===== src/rtl/gpio_input_filter_pkg.sv =====
// Shared definitions for the GPIO input filter: pin count default and the
// per-pin debounce FSM encoding, also visible as macros to the controller bench.
`ifndef GPIO_NUMS
`define GPIO_NUMS 8
`endif
`ifndef GPIO_FLT_ST_LO
`define GPIO_FLT_ST_LO  2'd0
`define GPIO_FLT_CHK_HI 2'd1
`define GPIO_FLT_ST_HI  2'd2
`define GPIO_FLT_CHK_LO 2'd3
`endif

package gpio_input_filter_pkg;

  localparam int FLT_STATE_W = 2;

  typedef enum logic [FLT_STATE_W-1:0] {
    ST_LO  = `GPIO_FLT_ST_LO,
    CHK_HI = `GPIO_FLT_CHK_HI,
    ST_HI  = `GPIO_FLT_ST_HI,
    CHK_LO = `GPIO_FLT_CHK_LO
  } flt_state_e;

endpackage


===== src/rtl/gpio_debounce_cell.sv =====
// One pin of the input filter: two-flop synchroniser, debounce FSM with a
// saturating stable-time counter, registered level, edge pulses and sticky pending flag.
module gpio_debounce_cell
  import gpio_input_filter_pkg::*;
#(
  parameter int CNT_W = 16
) (
  input  logic             gpio_clk,
  input  logic             rst_n,
  input  logic             pad,
  input  logic [CNT_W-1:0] cfg_db_cycles,
  input  logic             rise_en,
  input  logic             fall_en,
  input  logic             edge_clear,
  output logic             filtered,
  output logic             rise_pulse,
  output logic             fall_pulse,
  output logic             edge_pending
);

  localparam logic [CNT_W-1:0] CNT_ONE = CNT_W'(1);

  logic             s1_p0;
  logic             s2_p1;
  flt_state_e       state_q;
  flt_state_e       state_nxt;
  logic [CNT_W-1:0] cnt_q;
  logic [CNT_W-1:0] cnt_nxt;
  logic             cnt_done;
  logic             rise_evt;
  logic             fall_evt;
  logic             filt_nxt;
  logic             pend_nxt;

  function automatic logic [CNT_W-1:0] sat_inc(input logic [CNT_W-1:0] v);
    return (&v) ? v : v + CNT_ONE;
  endfunction

  function automatic logic [CNT_W-1:0] min_one(input logic [CNT_W-1:0] v);
    return (v == '0) ? CNT_ONE : v;
  endfunction

  // Live compare so a lowered threshold takes effect on the very next edge.
  assign cnt_done = (cnt_q >= min_one(cfg_db_cycles));

  // Stage p0/p1: pad synchroniser
  always_ff @(posedge gpio_clk or negedge rst_n) begin
    if (!rst_n) begin
      s1_p0 <= 1'b0;
      s2_p1 <= 1'b0;
    end else begin
      s1_p0 <= pad;
      s2_p1 <= s1_p0;
    end
  end

  // Stage p2: debounce FSM and counter
  always_ff @(posedge gpio_clk or negedge rst_n) begin
    if (!rst_n) begin
      state_q <= ST_LO;
      cnt_q   <= '0;
    end else begin
      state_q <= state_nxt;
      cnt_q   <= cnt_nxt;
    end
  end

  always_comb begin
    state_nxt = state_q;
    cnt_nxt   = cnt_q;
    case (state_q)
      ST_LO: begin
        if (s2_p1) begin
          state_nxt = CHK_HI;
          cnt_nxt   = CNT_ONE;
        end
      end
      CHK_HI: begin
        if (!s2_p1) begin
          state_nxt = ST_LO;
          cnt_nxt   = '0;
        end else if (cnt_done) begin
          state_nxt = ST_HI;
          cnt_nxt   = '0;
        end else begin
          cnt_nxt = sat_inc(cnt_q);
        end
      end
      ST_HI: begin
        if (!s2_p1) begin
          state_nxt = CHK_LO;
          cnt_nxt   = CNT_ONE;
        end
      end
      CHK_LO: begin
        if (s2_p1) begin
          state_nxt = ST_HI;
          cnt_nxt   = '0;
        end else if (cnt_done) begin
          state_nxt = ST_LO;
          cnt_nxt   = '0;
        end else begin
          cnt_nxt = sat_inc(cnt_q);
        end
      end
      default: begin
        state_nxt = ST_LO;
        cnt_nxt   = '0;
      end
    endcase
  end

  always_comb begin
    rise_evt = 1'b0;
    fall_evt = 1'b0;
    rise_evt = (state_q == CHK_HI) && s2_p1 && cnt_done;
    fall_evt = (state_q == CHK_LO) && !s2_p1 && cnt_done;
    filt_nxt = filtered;
    if (rise_evt) begin
      filt_nxt = 1'b1;
    end else if (fall_evt) begin
      filt_nxt = 1'b0;
    end
    // A set landing together with a clear keeps the flag.
    pend_nxt = (rise_evt & rise_en) | (fall_evt & fall_en) |
               (edge_pending & ~edge_clear);
  end

  // Stage p3: registered outputs
  always_ff @(posedge gpio_clk or negedge rst_n) begin
    if (!rst_n) begin
      filtered     <= 1'b0;
      rise_pulse   <= 1'b0;
      fall_pulse   <= 1'b0;
      edge_pending <= 1'b0;
    end else begin
      filtered     <= filt_nxt;
      rise_pulse   <= rise_evt & rise_en;
      fall_pulse   <= fall_evt & fall_en;
      edge_pending <= pend_nxt;
    end
  end

endmodule


===== src/rtl/gpio_input_filter.sv =====
// GPIO input conditioner: one debounce cell per pin plus the any-pending summary
// the controller uses as its interrupt source.
`ifndef GPIO_NUMS
`define GPIO_NUMS 8
`endif

module gpio_input_filter #(
  parameter int NUMS  = `GPIO_NUMS,
  parameter int CNT_W = 16
) (
  input  logic             gpio_clk,
  input  logic             rst_n,
  input  logic [NUMS-1:0]  pad_in,
  input  logic [CNT_W-1:0] cfg_db_cycles,
  input  logic [NUMS-1:0]  cfg_rise_en,
  input  logic [NUMS-1:0]  cfg_fall_en,
  input  logic [NUMS-1:0]  edge_clear,
  output logic [NUMS-1:0]  gpio_filtered,
  output logic [NUMS-1:0]  rise_pulse,
  output logic [NUMS-1:0]  fall_pulse,
  output logic [NUMS-1:0]  edge_pending,
  output logic             edge_any
);

  for (genvar i = 0; i < NUMS; i++) begin : g_pin
    gpio_debounce_cell #(
      .CNT_W(CNT_W)
    ) u_cell (
      .gpio_clk      (gpio_clk),
      .rst_n         (rst_n),
      .pad           (pad_in[i]),
      .cfg_db_cycles (cfg_db_cycles),
      .rise_en       (cfg_rise_en[i]),
      .fall_en       (cfg_fall_en[i]),
      .edge_clear    (edge_clear[i]),
      .filtered      (gpio_filtered[i]),
      .rise_pulse    (rise_pulse[i]),
      .fall_pulse    (fall_pulse[i]),
      .edge_pending  (edge_pending[i])
    );
  end

  assign edge_any = |edge_pending;

endmodule


===== config.mk =====
export PLATFORM = sky130hd
export DESIGN_NAME = gpio_input_filter
export DESIGN_NICKNAME = d
export VERILOG_FILES = /design/src/rtl/gpio_input_filter_pkg.sv /design/src/rtl/gpio_debounce_cell.sv /design/src/rtl/gpio_input_filter.sv
export SDC_FILE = /design/constraint.sdc
export NUM_CORES = 1
export LEC_CHECK = 0
export BUFFER_PORTS_ARGS = -buffer_cell sky130_fd_sc_hd__buf_2
export CAP_MARGIN = 10
export CORE_MARGIN = 2
export CORE_UTILIZATION = 60
export CTS_BUF_LIST = sky130_fd_sc_hd__clkbuf_4
export CTS_CLUSTER_SIZE = 40
export DETAILED_ROUTE_END_ITERATION = 7
export MAX_ROUTING_LAYER = met4
export PLACE_DENSITY = 0.87
export SLEW_MARGIN = 20
export SYNTH_ARGS = -nofsm -noshare
export SYNTH_HDL_FRONTEND = slang
export SYNTH_SLANG_ARGS = --single-unit

===== constraint.sdc =====
create_clock -name gpio_clk -period 3.8 [get_ports gpio_clk]
set_clock_uncertainty 0.15 [all_clocks]
set_input_delay 0.19 -clock gpio_clk [delete_from_list [all_inputs] [get_ports gpio_clk]]
set_output_delay 0.19 -clock gpio_clk [all_outputs]
set_load 0.05 [all_outputs]

==> run metrics <==
Unique masters post-synth=68; wire length per cell=18.10 um; Max-Cap Viols=0; most frequent cells in the layout=192 x dfrtp_1, 136 x ha_1, 134 x nand2_1; area delta synth->final=8.615%; Setup crit end kind=flip-flop; Die W=151.8 um; # Post-CTS Setup Buffers=0; DRC=0; number of global-route vias before repair=11.48k; Ys Warns=0; grt total ovfl=0; end of the critical path=g_pin[0].u_cell.edge_pending; total core area=0.02162 mm2; HPWL Detailed=22,850 um; RSZ-0062 raised after global routing=no; CP max-delay cell=dlygate4sd3_1; r2r startpoint=g_pin[0].u_cell.cnt_q[14]; most common cell after layout, fill and taps aside=dfrtp_1; CTS Sinks=192; Clock Tree Buf Depth=2; H-tree Lvls=4; critical path's largest stage delay=0.58 ns; Slew HR=38.49%; reg2reg setup slack=0.66 ns; first-pass GRT wire length=54,080 um; CTS tree=done; PD cells=276.5 mW/mm2; Hold Crit Class=in -> reg; Mapped Area=0.01310 mm2; CP startpoint kind=flip-flop; flops & latches, synth=192; Worst-path clk slew=0.17 ns; Tcrit/Tclk final=82.74%; EDFF count, synth=0; Via-to-Cell Ratio=6.557; Leak Pwr=6.712 nW; Synth top area share=36.68%; fin crit period=3.144 ns; Primary FF master, synth=dfrtp_1; Worst Path Buf+Inv=1; peak supply drop=0.1688 mV; Rows=54; initial core utilization=60.59%; Routed Antenna Nets=0; Fmax=318.1 MHz; Post-synth ARST share=100.0%; top cell type by total area after synthesis=dfrtp_1; Final setup viols=0; I/O pin total=83; Detailed Route Iter0 Violations=1,384; critical path launch point=g_pin[0].u_cell.cnt_q[14]; Worst Path Required=4.17 ns; critical path arrival=3.52 ns; setup TNS=0 ns; vias post-DR=12.05k; Critical R2R Capture=g_pin[0].u_cell.edge_pending; GPL Wtd Cong=0.8961; initial antenna violation count=1; Cells after Synth=1,469; total global routing track utilization=30.18%; largest net degree at the start of global routing=90; stages on the worst setup path=8; Layout Nets=1,730; worst-skew pair later-pin latency=0.64 ns; number of port buffers=82; layout cells sized above 1=10.02%; synthesized net count=1,655; syn avg cell area=8.918 um2; FF-to-FF path depth=8; critical path class=reg -> reg; pins over their slew limit=0; TritonRoute pass-1 iters=7; clock root cell=clkbuf_4; Slew @ Worst Pin=0.9142 ns; Worst path top cell family by delay=simple AND/OR/NAND/NOR gates; clock buffer count from CTS=17; status=complete, no violations; Hold Fails Final Rpt=0; Synth area leaders=dfrtp_1 37%, ha_1 13%, nand2_1 3.8%, a21oi_1 3.7%, nand3_1 3.0%; Die H=151.8 um; worst hold slack=0.02974 ns; worst-path cell chain=ha_1 > a21oi_1 > nand2_1 > a21oi_1 > nand4b_1 > nand2_1 > o22ai_1 > dlygate4sd3_1; post-synthesis sequential area ratio=36.68%; die area=0.02303 mm2; crit-path max FO=15; wirelength, routed=33,280 um
## synthesized netlist by cell type (18+ instances only)
cell type  count
a21o_1        26
a21oi_1       96
a31oi_1       28
and3_1        27
and4_1        18
buf_4         32
clkbuf_1      30
dfrtp_1      192
ha_1         136
inv_1         66
nand2_1      134
nand2b_1      22
nand3_1       79
nand4_1       40
nor2_1        90
nor3_1        54
nor4_1        26
o21ai_0       76
o22a_1        24
o31ai_1       21
## worst min-delay path by stage
stage | from | endpoint | cells after the start
after global routing | pad_in[6] | g_pin[6].u_cell.s1_p0 | 2
after CTS | pad_in[6] | g_pin[6].u_cell.s1_p0 | 2
after floorplan | rst_n | asynchronous set/reset pin | 0
after detailed placement | rst_n | g_pin[3].u_cell.cnt_q[13] | 1
final | pad_in[6] | g_pin[6].u_cell.s1_p0 | 2
after global placement | rst_n | g_pin[3].u_cell.cnt_q[13] | 1
## cells by family after synthesis
logic type               share of synthesized area, %
XOR/XNOR                                        1.003
flip-flops                                      36.68
adder cells (fa/ha/maj)                         12.99
multiplexers                                   0.7259
buffers and inverters                           5.167
AND/OR/NAND/NOR                                 22.29
AO/OA/AOI/OAI                                   21.15
## per-layer routing
metal	vias up	global-route usage [%]	routed length, um
li1	5670	-	-
met1	5770	37.35	13960
met2	513	49.14	15800
met3	99	4.641	2346
met4	0	13.47	1172
met5	-	-	0
## repair_timing
action	4_1_cts	5_1_grt
hold buffers	39	0
gates resized for setup	0	0
endpoints found under the hold margin	202	0
## state kept, by name, summed over array words and instances, names as in the netlist, named ones only
signal	count
g_pin.u_cell.cnt_q	128
g_pin.u_cell.edge_pending	8
g_pin.u_cell.s1_p0	8
g_pin.u_cell.state_q	8
g_pin.u_cell.rise_pulse	8
g_pin.u_cell.fall_pulse	8
g_pin.u_cell.filtered	8
g_pin.u_cell.s2_p1	8
## final cells by class
class,instances,area [um2]
repair buffers,134,937.1
fillers,1730,7392
inverters,66,247.7
diodes,1,2.502
clock buffers,17,127.6
flip-flops and latches,192,4805
multi-input cells,1133,7625
clock inverters,15,133.9
well taps,280,350.3
## per-stage QoR
step | setup WS [ns] | power, mW | cells | utilization, % | area (um2)
2_1_floorplan | 0.7948 | 2.599 | 1469 | - | 13100
3_3_place_gp | 0.5249 | 2.781 | 1766 | 62.70 | 13560
3_5_place_dp | 0.4544 | 2.813 | 1766 | 62.70 | 13560
4_1_cts | 0.7281 | 3.941 | 1837 | 65.80 | 14230
5_1_grt | 0.4576 | 4.117 | 1838 | 65.81 | 14230
6_report | 0.6560 | 3.934 | 1838 | 65.81 | 14230
## power by group
group / leakage, nW / switching, mW / internal, mW
logic: 3.99 / 0.369 / 0.249
registers: 2.58 / 0.0958 / 2.11
clock network: 0.142 / 0.780 / 0.335
total: 6.71 / 1.25 / 2.69
## worst register-to-register path, stage by stage, from the launching register on
cell and delay [ns]:
dfrtp_1 0.46, ha_1 0.35, a21oi_1 0.18, nand2_1 0.08, a21oi_1 0.17, nand4b_1 0.54
nand2_1 0.41, o22ai_1 0.14, dlygate4sd3_1 0.58
Note: power is estimated with default switching activity, not from simulation.
